--- config.mk ---
export PLATFORM = sky130hd
export DESIGN_NAME = id_ex_pipe_reg
export DESIGN_NICKNAME = d
export VERILOG_FILES = /design/src/rtl/id_ex_pipe_reg.sv
export SDC_FILE = /design/constraint.sdc
export NUM_CORES = 1
export LEC_CHECK = 0
export BUFFER_PORTS_ARGS = -buffer_cell sky130_fd_sc_hd__buf_2
export CAP_MARGIN = 20
export CORE_AREA = 4 4 152 154
export CTS_CLUSTER_SIZE = 12
export DETAILED_ROUTE_END_ITERATION = 8
export DIE_AREA = 0 0 156 158
export PLACE_DENSITY = 0.7
export SETUP_SLACK_MARGIN = 0.2
export SYNTH_ARGS = -nofsm -noshare
export SYNTH_HDL_FRONTEND = slang
export SYNTH_SLANG_ARGS = --single-unit
--- constraint.sdc ---
create_clock -name clk -period 2 [get_ports clk]
set_input_delay 0.4 -clock clk [delete_from_list [all_inputs] [get_ports clk]]
set_output_delay 0.4 -clock clk [all_outputs]
set_load 0.005 [all_outputs]
--- src/rtl/id_ex_pipe_reg.sv ---
// Decode-to-execute pipeline register with stall, flush-to-bubble and branch resolve.
// Define ID_EX_PERF_CNT_EN to add saturating bubble/stall/taken counters.
module id_ex_pipe_reg #(
  parameter int XLEN     = 32,
  parameter int REG_AW   = 5,
  parameter int ALUCTL_W = 5,
  parameter int RES_W    = 2,
  parameter int CNT_W    = 16
) (
  input  logic                clk,
  input  logic                rst,
  input  logic                stall_e,
  input  logic                flush_e,
  input  logic                valid_d,
  input  logic [XLEN-1:0]     RD1,
  input  logic [XLEN-1:0]     RD2,
  input  logic [XLEN-1:0]     PCD,
  input  logic [XLEN-1:0]     PCPlus4D,
  input  logic [XLEN-1:0]     ImmExtD,
  input  logic [REG_AW-1:0]   RdD,
  input  logic [REG_AW-1:0]   Rs1D,
  input  logic [REG_AW-1:0]   Rs2D,
  input  logic                RegWriteD,
  input  logic                MemWriteD,
  input  logic                ALUSrcD,
  input  logic                BranchD,
  input  logic                JumpD,
  input  logic [RES_W-1:0]    ResultSrcD,
  input  logic [ALUCTL_W-1:0] ALUControlD,
  input  logic [2:0]          funct3D,
  input  logic                ZeroE,
  input  logic                NegE,
  input  logic                CarryE,
  input  logic                OvfE,
  output logic [XLEN-1:0]     RD1E,
  output logic [XLEN-1:0]     RD2E,
  output logic [XLEN-1:0]     PCE,
  output logic [XLEN-1:0]     PCPlus4E,
  output logic [XLEN-1:0]     ImmExtE,
  output logic [REG_AW-1:0]   RdE,
  output logic [REG_AW-1:0]   Rs1E,
  output logic [REG_AW-1:0]   Rs2E,
  output logic                RegWriteE,
  output logic                MemWriteE,
  output logic                ALUSrcE,
  output logic                BranchE,
  output logic                JumpE,
  output logic [RES_W-1:0]    ResultSrcE,
  output logic [ALUCTL_W-1:0] ALUControlE,
  output logic [2:0]          funct3E,
  output logic                validE,
  output logic                BranchTakenE,
  output logic                PCSrcE
`ifdef ID_EX_PERF_CNT_EN
  ,
  output logic [CNT_W-1:0]    bubble_cnt,
  output logic [CNT_W-1:0]    stall_cnt,
  output logic [CNT_W-1:0]    taken_cnt
`endif
);

  logic cond;

  always_ff @(posedge clk or negedge rst) begin
    if (!rst) begin
      validE    <= 1'b0;
      RegWriteE <= 1'b0;
      MemWriteE <= 1'b0;
      BranchE   <= 1'b0;
      JumpE     <= 1'b0;
      RdE       <= '0;
      Rs1E      <= '0;
      Rs2E      <= '0;
    end else if (flush_e) begin
      validE    <= 1'b0;
      RegWriteE <= 1'b0;
      MemWriteE <= 1'b0;
      BranchE   <= 1'b0;
      JumpE     <= 1'b0;
      RdE       <= '0;
      Rs1E      <= '0;
      Rs2E      <= '0;
    end else if (!stall_e) begin
      validE    <= valid_d;
      RegWriteE <= RegWriteD & valid_d;
      MemWriteE <= MemWriteD & valid_d;
      BranchE   <= BranchD & valid_d;
      JumpE     <= JumpD & valid_d;
      RdE       <= RdD;
      Rs1E      <= Rs1D;
      Rs2E      <= Rs2D;
    end
  end

  always_ff @(posedge clk or negedge rst) begin
    if (!rst) begin
      RD1E        <= '0;
      RD2E        <= '0;
      PCE         <= '0;
      PCPlus4E    <= '0;
      ImmExtE     <= '0;
      ALUSrcE     <= 1'b0;
      ResultSrcE  <= '0;
      ALUControlE <= '0;
      funct3E     <= '0;
    end else if (!flush_e && !stall_e) begin
      RD1E        <= RD1;
      RD2E        <= RD2;
      PCE         <= PCD;
      PCPlus4E    <= PCPlus4D;
      ImmExtE     <= ImmExtD;
      ALUSrcE     <= ALUSrcD;
      ResultSrcE  <= ResultSrcD;
      ALUControlE <= ALUControlD;
      funct3E     <= funct3D;
    end
  end

  always_comb begin
    cond = 1'b0;
    case (funct3E)
      3'b000:  cond = ZeroE;
      3'b001:  cond = !ZeroE;
      3'b100:  cond = NegE ^ OvfE;
      3'b101:  cond = !(NegE ^ OvfE);
      3'b110:  cond = !CarryE;
      3'b111:  cond = CarryE;
      default: cond = 1'b0;
    endcase
  end

  assign BranchTakenE = validE & BranchE & cond;
  assign PCSrcE       = BranchTakenE | (validE & JumpE);

`ifdef ID_EX_PERF_CNT_EN
  always_ff @(posedge clk or negedge rst) begin
    if (!rst) begin
      bubble_cnt <= '0;
      stall_cnt  <= '0;
      taken_cnt  <= '0;
    end else begin
      if (flush_e && bubble_cnt != '1)
        bubble_cnt <= bubble_cnt + 1'b1;
      if (stall_e && !flush_e && stall_cnt != '1)
        stall_cnt <= stall_cnt + 1'b1;
      if (PCSrcE && !stall_e && taken_cnt != '1)
        taken_cnt <= taken_cnt + 1'b1;
    end
  end
`endif

endmodule

==> flow_summary.yaml <==
logic_synthesis:
  synth_common_cells: "191 x dfrtp_1, 90 x mux2_1, 81 x mux2_2"
  netlist_instances: 438
  synth_edf_count: 0
  synth_area_um2: 7220
  synth_top_area_share_pct: 66.2
  synth_nets: 637
  synth_cell_types: 22
  synth.most_common_cell: "dfrtp_1"
  ys_warn_count: 0
  synthTopCellsByArea: "dfrtp_1 66%, mux2_1 14%, mux2_2 13%"
  syn_avg_cell_area_um2: 16.5
  ys_ff_latch: 191
  synth_top_cell_by_area: "dfrtp_1"
  synth-async-reset-ratio_pct: 100
  ys.flop_type: "dfrtp_1"
  ys_seq_area_share_pct: 66.2
setup_path:
  critPathBufInv: 2
  path_cells: "buf_6, nand2b_4, a21boi_4, o41ai_2, buf_2"
  endpoint_kind: "primary output"
  path_class: "flip-flop to primary output"
  rrSetupSlack_ns: 1.04
  r2r-start: "funct3E[1]$_DFFE_PN0P_"
  worst_ep_required_time_ns: 1.60
  cp_slowest_stage_delay_ns: 0.44
  worstSetupStartpoint: "funct3E[1]$_DFFE_PN0P_"
  cp-start-kind: "flip-flop"
  critPathArrivalTime_ns: 1.68
  crit_path_top_delay_cell: "dfrtp_2"
  crit_family: "flip-flops"
  critPathMaxFanout: 4
sta:
  setup_slack_ns: -0.0816
  fin_skew_ns: 0
  period_share_pct: 104
  fmax_mhz: 480
  slew_viol_final: 0
  tightestPinTransition_ns: 0.477
  rsz0062_at_grt: "true"
  whs_ns: 0.193
  hold_viol_final: 0
  relSlewSlack_pct: 68.2
  period_minus_slack_ns: 2.08
  setup_violations: 1
power_and_ir_drop:
  powerDensity_nw_per_um2: 930
  power_leakage_nw: 5.16
  irDropWorstVdd_mv: 0.447
route:
  wl_um: 18700
  route.detailed.drc: 0
  routedWlPerCell_um: 16.4
  viasPerCell: 4.43
  firstDrtPassIters: 4
  dr.first_iter.drc_count: 177
  ant_nets: 0
  vias: 5064
final_layout:
  antenna_cells: 0
  layout-drive-gt1-share_pct: 62.3
  seq_area_um2: 4780
  area_growth_pct: 43.4
  multi_input_area_um2: 2360
  fillers: 1921
  nets: 1048
  fin_area_um2: 10400
clock_tree:
  clock_sinks: 191
  cts_buffers: 17
  clk_pin_slew_ns: 0.08
  htreeDepth: 4
  cts_tree: "built"
  cts_max_path_buffers: 2
  clock-root-buffer: "clkbuf_16"
  clock_latency_ns: 0.42
floorplan:
  die_h_um: 158
  start_util_pct: 33.3
  io_pins: 392
  die_area_um2: 24600
  die_w_um: 156
  core_area_um2: 21700
  row_count: 54
global_route:
  grt_pass1_wl_um: 28900
  grt_max_degree: 44
  antenna_found_initial: 0
  grt_overflow: 0
  grt_pass1_vias: 5485
  grt_usage_pct: 14.8
placement:
  placed_area_um2: 9670
  hpwl_um: 14500
  place_congestion: 0.806
  port_buffers: 391
worst_hold_path:
  hold_start: "PCPlus4D[25]"
  hp-class: "input port to flip-flop"
status:
  violations: "negative setup slack"
  status: "finished, violations left"
run:
  drv_cap: 0
==> path summary, 6_finish.rpt <==
kind	cells past startpoint	endpoint
setup reg to reg	2	funct3E[1]$_DFFE_PN0P_
min in group asynchronous	2	PCPlus4E[29]$_DFFE_PN0P_
hold / removal	2	PCPlus4E[25]$_DFFE_PN0P_
hold reg to reg	1	PCE[18]$_DFFE_PN0P_
setup / recovery	5	PCSrcE
max in group asynchronous	3	PCPlus4E[18]$_DFFE_PN0P_
==> sequential cells by signal, indices dropped and copies added, names as in the netlist, 3 cells and up <==
name and flops:
PCE 32, RD2E 32, Rs1E 5, ImmExtE 32, Rs2E 5, RD1E 32, RdE 5, PCPlus4E 32
funct3E 3, ALUControlE 5
==> stage by stage <==
step	cells	total power [mW]	utilization, %	setup WS [ns]	setup TNS, ns
floorplan	438	5.34	-	0.408	0
global placement	1106	6.33	44.6	0.267	0
detailed placement	1106	6.38	44.6	0.253	0
CTS	1142	9.80	47.6	-0.0121	-0.0121
global route	1142	10.2	47.8	-0.105	-0.148
finish	1142	9.64	47.8	-0.0816	-0.0816
==> power by group <==
group / switching [mW] / internal, mW / leakage, nW
clock: 1.56 / 1.75 / 0.290
sequential: 0.261 / 4.39 / 2.27
combinational: 0.710 / 0.959 / 2.60
total: 2.54 / 7.10 / 5.16
==> placed cells by master (no fill, tap or decap), types with 4 or more instances in the layout <==
| cell type | instances |
|---|---|
| a22oi_1 | 4 |
| mux2_2 | 81 |
| mux2i_1 | 15 |
| buf_2 | 390 |
| buf_4 | 9 |
| buf_12 | 11 |
| nor2_1 | 20 |
| dfrtp_1 | 189 |
| mux2_1 | 90 |
| clkinv_4 | 6 |
| clkbuf_16 | 17 |
==> repair_timing <==
action | CTS | global route
buffers inserted | 3 | 0
hold buffers | 1 | 0
endpoints found under the setup margin | 2 | 2
endpoints found under the hold margin | 36 | 0
pin swaps | 3 | 3
resized for setup | 9 | 7
==> worst register-to-register path: cells and delay by family (launching register included) <==
family,cells,cell delay (ns)
multiplexers,1,0.25
flip-flops,1,0.44
buffers and inverters,1,0.16
==> final cells by class <==
class                      instances  area share, %
timing repair buffer             414           22.0
multi-input combinational        225           22.8
clock inverter                    12           1.16
tap                              280           3.38
clock buffer                      20           4.50
sequential                       191           46.2
==> cell families (layout without fill, tap and decap cells) <==
| logic type | count (synthesis) | count (layout) | synth area share, % |
|---|---|---|---|
| flip-flops | 191 | 191 | 66.2 |
| AND/OR/NAND/NOR | 29 | 29 | 1.73 |
| buffers and inverters | 22 | 446 | 2.10 |
| multiplexers | 186 | 186 | 28.7 |
| AO/OA/AOI/OAI | 9 | 9 | 0.953 |
| XOR/XNOR | 1 | 1 | 0.329 |
==> layer usage <==
metal	routed length, um	global-route usage (%)
met4	242	4.21
met2	9260	25.1
met3	1990	5.82
met1	7230	17.5
met5	0	0
(Power assumes the default switching activity.)
